$ cat src/rtl/vending_money_ledger_pkg.sv
// Shared sizes and FSM encodings for the vending machine money ledger.
package vending_machine_def;
    localparam int kNumCoins  = 3;
    localparam int kNumItems  = 4;
    localparam int kTotalBits = 31;
    localparam int kWideBits  = kTotalBits + 3;

    typedef enum logic [1:0] {
        kIdle      = 2'd0,
        kCredit    = 2'd1,
        kReturning = 2'd2
    } state_e;

    typedef logic [kWideBits-1:0] wide_t;

    localparam wide_t kMaxBalance = {3'b000, {kTotalBits{1'b1}}};

    function automatic wide_t widen32(input logic [31:0] value);
        return wide_t'(value);
    endfunction
endpackage

$ cat src/rtl/vending_money_ledger_item_selector.sv
// Combinational picker: grants the lowest-index requested item whose price fits the balance.
module item_selector
    import vending_machine_def::*;
(
    input  logic [kNumItems-1:0]    i_req,
    input  logic [32*kNumItems-1:0] i_price,
    input  logic [kWideBits-1:0]    i_balance,
    output logic [kNumItems-1:0]    o_grant,
    output logic [31:0]             o_price
);
    // Scan from the top down so the lowest affordable index is the last one written.
    always_comb begin
        o_grant = '0;
        o_price = '0;
        for (int i = kNumItems - 1; i >= 0; i--) begin
            if (i_req[i] && (widen32(i_price[32*i +: 32]) <= i_balance)) begin
                o_grant    = '0;
                o_grant[i] = 1'b1;
                o_price    = i_price[32*i +: 32];
            end
        end
    end
endmodule

$ cat src/rtl/vending_money_ledger.sv
// Money ledger: credits coins, debits dispensed items and returned coins, tracks the balance FSM.
module vending_money_ledger
    import vending_machine_def::*;
(
    input  logic                    clk,
    input  logic                    reset_n,
    input  logic [kNumCoins-1:0]    i_input_coin,
    input  logic [kNumItems-1:0]    i_select_item,
    input  logic [kNumCoins-1:0]    i_return_coin,
    input  logic [32*kNumCoins-1:0] coin_value,
    input  logic [32*kNumItems-1:0] item_price,
    output logic [kTotalBits-1:0]   relative_money,
    output logic [kNumItems-1:0]    o_available_item,
    output logic [kNumItems-1:0]    o_output_item,
    output logic [1:0]              o_state
);
    state_e                 r_state;
    state_e                 w_next_state;
    logic [kTotalBits-1:0]  r_money;
    logic [kNumItems-1:0]   r_available;
    logic [kNumItems-1:0]   r_output_item;

    wide_t                  w_credit;
    wide_t                  w_t_credit;
    wide_t                  w_ret_value;
    wide_t                  w_t_next;
    logic                   w_return_active;
    logic [kNumItems-1:0]   w_sel_req;
    logic [kNumItems-1:0]   w_grant;
    logic [31:0]            w_sel_price;
    logic                   w_dispense;
    logic [kNumItems-1:0]   w_available_next;

    assign w_return_active = |i_return_coin;
    assign w_sel_req       = w_return_active ? '0 : i_select_item;
    assign w_dispense      = |w_grant;

    always_comb begin
        w_credit = '0;
        for (int k = 0; k < kNumCoins; k++) begin
            if (i_input_coin[k]) begin
                w_credit = w_credit + widen32(coin_value[32*k +: 32]);
            end
        end
        w_t_credit = wide_t'(r_money) + w_credit;
        if (w_t_credit > kMaxBalance) begin
            w_t_credit = kMaxBalance;
        end
    end

    // Lowest set return bit wins when the timer hands us a non-one-hot mask.
    always_comb begin
        w_ret_value = '0;
        for (int k = kNumCoins - 1; k >= 0; k--) begin
            if (i_return_coin[k]) begin
                w_ret_value = widen32(coin_value[32*k +: 32]);
            end
        end
    end

    item_selector u_item_selector (
        .i_req     (w_sel_req),
        .i_price   (item_price),
        .i_balance (w_t_credit),
        .o_grant   (w_grant),
        .o_price   (w_sel_price)
    );

    always_comb begin
        if (w_return_active) begin
            w_t_next = (w_t_credit > w_ret_value) ? (w_t_credit - w_ret_value) : '0;
        end else begin
            w_t_next = w_t_credit - widen32(w_sel_price);
        end
        w_available_next = '0;
        for (int i = 0; i < kNumItems; i++) begin
            w_available_next[i] = widen32(item_price[32*i +: 32]) <= w_t_next;
        end
    end

    always_ff @(posedge clk or negedge reset_n) begin
        if (!reset_n) begin
            r_state <= kIdle;
        end else begin
            r_state <= w_next_state;
        end
    end

    // A return episode ends only when the customer inserts money or buys something.
    always_comb begin
        w_next_state = r_state;
        if (w_t_next == '0) begin
            w_next_state = kIdle;
        end else if (w_return_active) begin
            w_next_state = kReturning;
        end else if ((r_state == kReturning) && !(|i_input_coin) && !w_dispense) begin
            w_next_state = kReturning;
        end else begin
            w_next_state = kCredit;
        end
    end

    always_comb begin
        o_state          = r_state;
        relative_money   = r_money;
        o_available_item = r_available;
        o_output_item    = r_output_item;
    end

    always_ff @(posedge clk or negedge reset_n) begin
        if (!reset_n) begin
            r_money       <= '0;
            r_available   <= '0;
            r_output_item <= '0;
        end else begin
            r_money       <= w_t_next[kTotalBits-1:0];
            r_available   <= w_available_next;
            r_output_item <= w_grant;
        end
    end
endmodule

$ cat config.mk
export PLATFORM = sky130hd
export DESIGN_NAME = vending_money_ledger
export DESIGN_NICKNAME = d
export VERILOG_FILES = /design/src/rtl/vending_money_ledger_pkg.sv /design/src/rtl/vending_money_ledger_item_selector.sv /design/src/rtl/vending_money_ledger.sv
export SDC_FILE = /design/constraint.sdc
export NUM_CORES = 1
export LEC_CHECK = 0
export CORE_ASPECT_RATIO = 0.6
export CORE_MARGIN = 5
export CORE_UTILIZATION = 35
export DETAILED_ROUTE_END_ITERATION = 7
export PLACE_DENSITY = 0.62
export SLEW_MARGIN = 5
export SYNTH_ARGS = -nofsm -noshare
export SYNTH_HDL_FRONTEND = slang
export SYNTH_SLANG_ARGS = --single-unit
$ cat constraint.sdc
create_clock -name clk -period 13.8 [get_ports clk]
set_clock_uncertainty 0.15 [all_clocks]
set_input_delay 2.07 -clock clk [delete_from_list [all_inputs] [get_ports clk]]
set_output_delay 2.07 -clock clk [all_outputs]
set_load 0.05 [all_outputs]
; ---- Word-level counts from Yosys, hierarchy flattened
; Index checks and enable logic that the tools add are counted.
[word_totals]
ff_bits = 41
in_bits = 236
out_inout_bits = 41
wordCells = 53
[classes]
add_sub_neg = 5
magnitude_cmp = 10
n_eq_ne = 1
muxes = 21
reduce_logical = 12
[ops]
columns = cell, count
row1 = 32-bit by 34-bit less-or-equal comparator with 1-bit output, 8
row2 = 34-bit 2-to-1 mux, 7
row3 = 32-bit 2-to-1 mux, 6
row4 = 34-bit by 32-bit adder with 34-bit output, 2
row5 = 31-bit by 34-bit adder with 34-bit output, 1
row6 = "34-bit by 31-bit > comparator with 1-bit output, second input constant", 1
row7 = 34-bit > comparator, 1
row8 = 34-bit logical NOT, 1
row9 = 34-bit by 32-bit subtractor with 34-bit output, 1
row10 = 34-bit subtractor, 1
row11 = 4-bit 2-to-1 mux, 5
row12 = 1-bit logical AND, 6
row13 = 2-bit 2-to-1 mux, 3
row14 = 3-bit OR reduction, 2
row15 = 4-bit OR reduction, 1
row16 = "2-bit equality test, second input constant", 1
row17 = 1-bit logical NOT, 2

; ---- Longest topological paths before layout
; Gate-level depths: netlist of run 1.
[logic_depth]
word_depth = 20
mapped_depth = 94
ltp_nobuf = 88

; ---- Cells and area by module
; Synthesis of run 1 repeated with hierarchy kept, for this count alone.
[hier_totals]
cells_unflattened = 2683
hier_area_um2 = 19456.2
[by_module_without_submodules]
columns = mod, n_inst, cells_each, area_each_um2, seq_area_each_um2
row1 = vending_money_ledger, 1, 2119, 15175.8, 1026.0
row2 = item_selector, 1, 564, 4280.4, 0.0

; ---- Least setup slack after synthesis of run 1
; Ideal clock, no wire load.
[synth_timing]
kind = input to register
startpoint = input port i_input_coin[0]
endpoint = register r_available[1], in the netlist o_available_item[1]
setup_time_ps = 133
arrival_time_ps = 17259
required_time_ps = 13517
path_slack_ps = -3742
path_stages = 92
n_path_buf = 6
path_cell_list = buf_2 clkbuf_1 clkbuf_1 nand2_1 inv_1 ha_1 nand2_1 a2111oi_1 o41ai_1 a2bb2oi_2 o21ai_0 a21o_1 a21oi_1 nor2b_1 o21ai_0 nand2b_1 xor2_1 mux2_2 [56 not listed] nand3_1 nand2_1 a21oi_1 xor2_1 o22ai_1 inv_1 ha_1 nand4_1 nor4_1 o21ai_0 nand2_1 nor2_1 o21ai_0 a21o_1 a21oi_1 maj3_2 o2111ai_2 nand4_1
[synth_between]
elab_chain_cells = 17
word_cells_on_any_way = 26
cone_classes = add/sub: 5 / order compare: 7 / mux: 10 / reduce/logical: 4
[synth_rtl]
columns = item, line_no
row1 = start: declaration, vending_money_ledger.sv:7  ; input logic [kNumCoins-1:0] i_input_coin,
row2 = 32-bit 2-to-1 mux *, vending_money_ledger.sv:41  ; if (i_input_coin[k]) begin
row3 = 34-bit by 32-bit adder with 34-bit output, vending_money_ledger.sv:42  ; w_credit = w_credit + widen32(coin_value[32*k +: 32]);
row4 = 34-bit 2-to-1 mux *, vending_money_ledger.sv:41
row5 = 34-bit by 32-bit adder with 34-bit output, vending_money_ledger.sv:42
row6 = 34-bit 2-to-1 mux *, vending_money_ledger.sv:41
row7 = 31-bit by 34-bit adder with 34-bit output *, vending_money_ledger.sv:45  ; w_t_credit = wide_t'(r_money) + w_credit;
row8 = 34-bit by 31-bit > comparator with 1-bit output, vending_money_ledger.sv:46  ; if (w_t_credit > kMaxBalance) begin
row9 = 34-bit 2-to-1 mux *, vending_money_ledger.sv:46
row10 = 32-bit by 34-bit less-or-equal comparator with 1-bit output, vending_money_ledger_item_selector.sv:16  ; if (i_req[i] && (widen32(i_price[32*i +: 32]) <= i_balance)) begin
row11 = 1-bit logical AND, vending_money_ledger_item_selector.sv:16
row12 = 32-bit 2-to-1 mux (4 in series), vending_money_ledger_item_selector.sv:16
row13 = 34-bit by 32-bit subtractor with 34-bit output, vending_money_ledger.sv:73  ; w_t_next = w_t_credit - widen32(w_sel_price);
row14 = 34-bit 2-to-1 mux *, vending_money_ledger.sv:70  ; if (w_return_active) begin
row15 = net w_t_next[16], vending_money_ledger.sv:26  ; wide_t w_t_next;
row16 = 32-bit by 34-bit less-or-equal comparator with 1-bit output *, vending_money_ledger.sv:77  ; w_available_next[i] = widen32(item_price[32*i +: 32]) <= w_t_next;
row17 = net w_available_next[1], vending_money_ledger.sv:32  ; logic [kNumItems-1:0] w_available_next;
row18 = end signal: assignment, vending_money_ledger.sv:117  ; r_available <= w_available_next;
row19 = end: declaration, vending_money_ledger.sv:20  ; logic [kNumItems-1:0] r_available;
; Mark *: on every way through the listed nets, which the timed path passes. The rest lies on a longest branch.

; ---- Worst setup path in the final report of run 1
[layout_timing]
startpoint = input port coin_value[0]
endpoint = register r_available[2], in the netlist o_available_item[2]
[layout_between]
elab_chain_cells = 17
word_cells_on_any_way = 27
cone_classes = add/sub: 5 / order compare: 7 / mux: 11 / reduce/logical: 4
[layout_rtl]
columns = item, line_no
row1 = start: declaration, vending_money_ledger.sv:10  ; input logic [32*kNumCoins-1:0] coin_value,
row2 = 32-bit 2-to-1 mux, vending_money_ledger.sv:41
row3 = 34-bit by 32-bit adder with 34-bit output, vending_money_ledger.sv:42
row4 = 34-bit 2-to-1 mux, vending_money_ledger.sv:41
row5 = 34-bit by 32-bit adder with 34-bit output, vending_money_ledger.sv:42
row6 = 34-bit 2-to-1 mux, vending_money_ledger.sv:41
row7 = 31-bit by 34-bit adder with 34-bit output, vending_money_ledger.sv:45
row8 = 34-bit by 31-bit > comparator with 1-bit output, vending_money_ledger.sv:46
row9 = 34-bit 2-to-1 mux, vending_money_ledger.sv:46
row10 = 32-bit by 34-bit less-or-equal comparator with 1-bit output, vending_money_ledger_item_selector.sv:16
row11 = 1-bit logical AND, vending_money_ledger_item_selector.sv:16
row12 = 32-bit 2-to-1 mux (4 in series), vending_money_ledger_item_selector.sv:16
row13 = 34-bit by 32-bit subtractor with 34-bit output, vending_money_ledger.sv:73
row14 = 34-bit 2-to-1 mux *, vending_money_ledger.sv:70
row15 = net w_t_next[17], vending_money_ledger.sv:26
row16 = 32-bit by 34-bit less-or-equal comparator with 1-bit output *, vending_money_ledger.sv:77
row17 = net w_available_next[2], vending_money_ledger.sv:32
; Marked as above.

==> flow_metrics.py, run 1 <==
metrics = {
    "outcome": {
        "status": "finished, violations left",
        "failed_checks": "negative setup slack",
    },
    "clock_network": {
        "ctsHoldBuffers": 0,
        "cts_root_buf": "clkbuf_16",
        "cts_tree": "yes",
        "clk_latency_ns": 0.33,
        "cts.clk_slew.worst_paths_ns": 0.08,
        "cts-htree-levels": 2,
        "clock-sinks": 41,
        "cts_buffer_depth": 2,
        "cts_made_buffers": 5,
    },
    "pwr": {
        "p_seq_share_pct": 2.6,
        "ir_drop_uv": 170,
        "p_per_area_mw_per_mm2": 282,
        "p_leak_nw": 14.8,
        "swShare_pct": 50.1,
        "p_clk_share_pct": 2.0,
        "p_int_mw": 4.28,
        "p_comb_share_pct": 95.4,
        "power.total_mw": 8.58,
        "power_switching_mw": 4.30,
    },
    "die": {
        "rows": 64,
        "die_h_um": 186,
        "die_w_um": 304,
        "initial_utilization_pct": 35.5,
        "io_pins": 277,
        "core_region_area_mm2": 0.0512,
        "die_area_mm2": 0.0567,
    },
    "detailed_routing": {
        "wl_per_cell_um": 21.7,
        "dr.first_iter.drc_count": 1953,
        "routed_wl_mm": 92.8,
        "vias_per_cell": 5.60,
        "drt_first_pass_iters": 6,
        "vias": 23900,
        "drc": 0,
        "final_antenna_net_count": 0,
    },
    "yosys": {
        "ys_async_sr_fraction_pct": 100,
        "synth_cells": 2427,
        "netlist_area_mm2": 0.0182,
        "synth-seq-area-share_pct": 5.65,
        "yosysWarnings": 0,
        "ys.flop_type": "dfrtp_1",
        "synthTopCellsByArea": "ha_1 27%, a21oi_1 7.1%, dfrtp_1 5.6%",
        "synth_edf_count": 0,
        "synth.top_cell.area_share_pct": 27.1,
        "yosysTopAreaCell": "ha_1",
        "ys_ff_latch": 41,
        "synth_cell_types": 105,
        "syn_area_per_cell_um2": 7.49,
    },
    "sta": {
        "slew_violations": 0,
        "min_period_ns": 16.85,
        "fmax_mhz": 59.3,
        "tightest_slew_ns": 1.03,
        "fin_ws_ns": -3.05,
        "max-slew-margin-rel_pct": 30.5,
        "setup_viol": 33,
        "hold_violations": 0,
        "fin_hold_ws_ns": 0.991,
        "fin_crit_sh_pct": 122,
        "rsz0062_at_grt": "yes",
    },
    "final_layout": {
        "regArea_mm2": 0.00103,
        "syn_to_final_growth_pct": 67.4,
        "layout.cells.most_common_list": "900 x buf_4, 377 x ha_1, 262 x clkdlybuf4s50_1, 213 x a21oi_1, 163 x nand2_1",
        "layout.nets": 4217,
        "drive_above_1_share_pct": 35.9,
        "fill_cells": 4612,
        "mostFrequentLayoutCell": "buf_4",
        "multi_input_area_mm2": 0.0178,
    },
    "min_path": {
        "holdPathEnd": "o_state[0]",
        "hold_path.class": "register to register",
        "worstHoldStart": "o_state[0]",
        "min_path_cells": 4,
    },
    "critical_path": {
        "worst_r2r_endpoint": "o_available_item[2]",
        "slowest_stage": "or4b_4",
        "critPathRequiredTime_ns": 13.86,
        "r2r_slack_ns": 2.30,
        "cp-end-kind": "register",
        "rr_worst_depth": 64,
        "cp-start-kind": "input port",
        "cp.arrival_ns": 16.91,
        "criticalPathCategory": "input port to register",
        "cp_slowest_stage_delay_ns": 0.55,
        "crit_family": "compound AO/OA/AOI/OAI gates",
        "cpMostUsedCell": "buf_4",
        "critPathMaxFanout": 7,
        "crit_buf_inv": 17,
        "timing.rr.start": "relative_money[0]",
    },
    "grt": {
        "grt_max_degree": 61,
        "antenna_found_initial": 1,
        "overflow": 0,
        "grt_pass1_wl_mm": 139,
        "grtUsageMet3_pct": 7.17,
        "grtUsageMet1_pct": 45.6,
        "grtUsageTotal_pct": 30.9,
        "busiest_layer": "met2",
        "grt_util_met2_pct": 46.7,
        "first_global_vias": 23700,
    },
    "job": {
        "maxCapViolations": 0,
    },
    "placement": {
        "gp_congestion": 1.02,
        "hpwl_mm": 78.6,
        "portBuffers": 276,
    },
}
## through the flow
| stage | setup TNS (ns) | utilization (%) | setup slack [ns] | instances | cell area (um^2) |
|---|---|---|---|---|---|
| after CTS | -42.55 | 58.2 | -2.90 | 4262 | 29800 |
| after floorplan | -31.45 | - | -2.47 | 2431 | 18500 |
| after global placement | -84.68 | 54.8 | -4.14 | 4167 | 28100 |
| final | -45.76 | 59.4 | -3.05 | 4278 | 30400 |
| after global routing | -65.31 | 59.4 | -3.68 | 4277 | 30400 |
| after detailed placement | -93.29 | 54.8 | -4.50 | 4167 | 28100 |
## timing repair
item,4_1_cts,5_1_grt
endpoints found under the setup margin,38,38
pin swaps,141,106
resized for setup,207,127
cloned,1,0
hold endpoints to repair,0,0
buffers inserted,95,38
## final cells by class
type	count	area share, %
Clock inverter	3	0.214
Timing Repair Buffer	1216	32.8
Tap cell	693	2.85
Multi-Input combinational cell	2176	58.5
Sequential cell	41	3.37
Inverter	143	1.81
Clock buffer	5	0.411
Antenna cell	1	0.00823
## synthesized netlist by cell type, types with 46 or more instances
master,n
nor2_1,146
inv_1,142
o21ai_0,170
a21oi_1,258
ha_1,393
xor2_1,54
xnor2_1,101
nand2_1,173
nor2b_1,56
nand4_1,75
a21o_1,117
nand2b_1,46
## routing by layer
layer	vias to the layer above	wire (um)
met1	11400	44600
met5	-	0
met4	0	1580
met2	966	38400
met3	104	8310
li1	11500	-
## kinds of logic (layout without fill, tap and decap cells)
logic type               Yosys count  in the layout  share of synthesized area (%)
AND/OR/NAND/NOR                  714            714                           20.3
XOR/XNOR                         160            160                           7.95
buffers and inverters            215           1367                           4.94
adder cells (fa/ha/maj)          408            408                           28.2
multiplexers                      20             20                           1.22
other                              2              7                         0.0413
AO/OA/AOI/OAI                    867            868                           31.7
flip-flops                        41             41                           5.65
## worst register-to-register path: cells and delay by family, from the launching register on
kind	cells	cell delay, ns
compound gates	24	4.92
fa+ha+maj	5	1.20
flops	1	0.40
simple gates	17	2.40
xor+xnor	2	0.31
buf+inv	16	2.02
## worst max path at each step
| stage | end | depth (start not counted) | slack (ns) | from |
|---|---|---|---|---|
| after floorplan | o_available_item[1] | 89 | -2.47 | i_input_coin[0] |
| final | o_available_item[2] | 83 | -3.05 | coin_value[0] |
| after global routing | o_available_item[2] | 93 | -3.68 | coin_value[0] |
| after global placement | o_available_item[1] | 81 | -4.14 | coin_value[9] |
| after detailed placement | o_available_item[1] | 81 | -4.50 | coin_value[9] |
| after CTS | o_available_item[1] | 87 | -2.90 | coin_value[0] |
## state kept, by name (all words and copies together) (netlist names)
register and flops:
o_available_item 4, o_output_item 4, o_state 2, relative_money 31
## power by group through the flow
stage / Clock, mW / Sequential [mW] / Combinational [mW]
4_1_cts: 0.178 / 0.222 / 7.65
6_report: 0.175 / 0.223 / 8.18
5_1_grt: 0.181 / 0.225 / 8.81
3_5_place_dp: 0 / 0.224 / 7.09
3_3_place_gp: 0 / 0.225 / 6.99
2_1_floorplan: 0 / 0.355 / 3.48
Power figures use the tool's default switching activity.
==> inputs of run 2 (changes only) <==
--- a/config.mk
+++ b/config.mk
@@ -5,6 +5,7 @@
 export SDC_FILE = /design/constraint.sdc
 export NUM_CORES = 1
 export LEC_CHECK = 0
+export ABC_CLOCK_PERIOD_IN_PS = 13800
 export CORE_ASPECT_RATIO = 0.6
 export CORE_MARGIN = 5
 export CORE_UTILIZATION = 35
==> results of run 2 <==
The final DEF is identical to that of run 1; final timing and power are the same.
==> inputs of run 3 (changes only) <==
--- a/config.mk
+++ b/config.mk
@@ -10,6 +10,7 @@
 export CORE_MARGIN = 5
 export CORE_UTILIZATION = 35
 export DETAILED_ROUTE_END_ITERATION = 7
+export GPL_TIMING_DRIVEN = 0
 export PLACE_DENSITY = 0.62
 export SLEW_MARGIN = 5
 export SYNTH_ARGS = -nofsm -noshare
==> run 3 against run 2 <==
Effect of this change:
- the run still ends with negative setup slack left
- final cell count is 17% lower
- non-clock buffer count is 741 lower
- first-iteration DRC count is 12% higher
- critical path type unchanged
- critical endpoint is now o_available_item[0]
==> flow_metrics.py, run 3 (same netlist as run 1, synthesis figures left out) <==
metrics = {
    "outcome": {
        "failed_checks": "negative setup slack",
        "status": "finished, violations left",
    },
    "detailed_routing": {
        "vias": 21400,
        "wl_per_cell_um": 24.7,
        "drc": 0,
        "final_antenna_net_count": 0,
        "dr.first_iter.drc_count": 2184,
        "vias_per_cell": 6.06,
        "drt_first_pass_iters": 6,
        "routed_wl_mm": 87.3,
    },
    "clock_network": {
        "cts-htree-levels": 2,
        "cts.clk_slew.worst_paths_ns": 0.08,
        "clock-sinks": 41,
        "cts_tree": "yes",
        "cts_root_buf": "clkbuf_16",
        "clk_latency_ns": 0.31,
        "cts_made_buffers": 5,
        "cts_buffer_depth": 2,
    },
    "grt": {
        "grt_max_degree": 30,
        "overflow": 0,
        "grtUsageTotal_pct": 28.8,
        "first_global_vias": 20200,
        "grtUsageMet3_pct": 9.43,
        "busiest_layer": "met1",
        "grt_util_met2_pct": 40.5,
        "antenna_found_initial": 3,
        "grt_pass1_wl_mm": 127,
        "grtUsageMet1_pct": 43.2,
    },
    "placement": {
        "gp_congestion": 1.01,
        "hpwl_mm": 73.1,
        "dp.cells": 3392,
        "portBuffers": 267,
    },
    "final_layout": {
        "layout.nets": 3475,
        "layout.cells.most_common_list": "372 x ha_1, 264 x clkdlybuf4s50_1, 215 x a21oi_1, 163 x nand2_1, 135 x nor2_1",
        "syn_to_final_growth_pct": 37.1,
        "diodes": 0,
        "largest_reg_flops": 31,
        "fill_cells": 4976,
        "fin_cells": 3535,
        "drive_above_1_share_pct": 18.3,
        "mostFrequentLayoutCell": "ha_1",
    },
    "pwr": {
        "p_per_area_mw_per_mm2": 269,
        "ir_drop_uv": 132,
        "p_leak_nw": 11.1,
    },
    "critical_path": {
        "critPathMaxFanout": 10,
        "cpMostUsedCell": "a21o_1",
        "critPathRequiredTime_ns": 13.84,
        "cp.arrival_ns": 18.22,
        "cp-end-kind": "register",
        "crit_family": "compound AO/OA/AOI/OAI gates",
        "criticalPathCategory": "input port to register",
        "crit_buf_inv": 14,
        "r2r_slack_ns": 1.09,
        "slowest_stage": "or4_4",
        "cp-start-kind": "input port",
        "cp_slowest_stage_delay_ns": 0.53,
    },
    "sta": {
        "min_period_ns": 18.18,
        "max-slew-margin-rel_pct": 6.18,
        "fin_ws_ns": -4.38,
        "slew_violations": 0,
        "fin_hold_ws_ns": 0.875,
        "hold_violations": 0,
        "rsz0062_at_grt": "yes",
        "tightest_slew_ns": 1.39,
        "fin_crit_sh_pct": 132,
        "fmax_mhz": 55.0,
        "setup_viol": 37,
    },
    "die": {
        "die_w_um": 304,
        "io_pins": 277,
        "die_h_um": 186,
        "core_region_area_mm2": 0.0512,
        "rows": 64,
        "initial_utilization_pct": 35.5,
        "die_area_mm2": 0.0567,
    },
    "job": {
        "maxCapViolations": 0,
    },
    "min_path": {
        "hold_path.class": "register to register",
    },
}
## run 3: cell types whose count changed in the layout (fill, tap and decap cells not counted), moves of 5 or more
cell and delta:
buf_8 +5, buf_2 +5, buf_4 -781, clkbuf_1 +31, o21ai_1 -12, o21ai_2 +7
ha_1 -5, clkbuf_8 +5, buf_6 -10
## run 3: cell type report
cell class,instances,area [um^2],area share (%)
timing repair buffer,404,3820,15.3
multi-input combinational,2175,17900,71.9
buffer,71,566,2.27
inverter,143,561,2.25
sequential,41,1030,4.12
tap,693,867,3.48
clock buffer,7,143,0.573
clock inverter,1,30.0,0.121
## run 3: worst paths after layout
path / depth (start not counted) / startpoint / end
setup / recovery: 82 / i_input_coin[0] / o_available_item[0]
hold / removal: 4 / o_state[0] / o_state[0]
setup reg to reg: 64 / relative_money[0] / o_available_item[0]
hold reg to reg: 4 / o_state[0] / o_state[0]
max in group asynchronous: 2 / reset_n / relative_money[10]
min in group asynchronous: 1 / reset_n / o_output_item[3]
## run 3: metal layers
layer	wire, um	up-vias
li1	-	10000
met1	41000	10200
met2	34400	1080
met3	10500	104
met4	1460	0
met5	0	-
## run 3: worst min-delay path, delay by kind of cell, from the launching register on
kind | cells | cell delay (ns)
simple gates | 3 | 0.43
flops | 1 | 0.42
compound gates | 1 | 0.14
## run 3: where the power goes
part / total, mW / internal (mW) / switching, mW
Clock: 0.154 / 0.0910 / 0.0625
Combinational: 6.31 / 2.57 / 3.74
Sequential: 0.230 / 0.173 / 0.0568
## run 3: through the flow
| step | setup WS [ns] | total power [mW] | TNS (ns) | cell area [um^2] | util, % |
|---|---|---|---|---|---|
| 6_report | -4.38 | 6.70 | -87.42 | 24900 | 48.7 |
| 3_5_place_dp | -8.78 | 5.33 | -237.46 | 22100 | 43.2 |
| 5_1_grt | -4.80 | 7.19 | -99.60 | 24900 | 48.7 |
| 3_3_place_gp | -8.77 | 5.25 | -234.97 | 22100 | 43.1 |
| 4_1_cts | -4.06 | 6.18 | -73.37 | 24300 | 47.5 |
| 2_1_floorplan | -2.47 | 3.84 | -31.45 | 18500 | - |
## run 3: repair_timing
action / CTS / global route
setup endpoints to repair: 41 / 40
pin swaps: 155 / 77
gates resized for setup: 260 / 90
setup buffers: 120 / 25
hold buffers: 0 / 0
endpoints found under the hold margin: 0 / 0
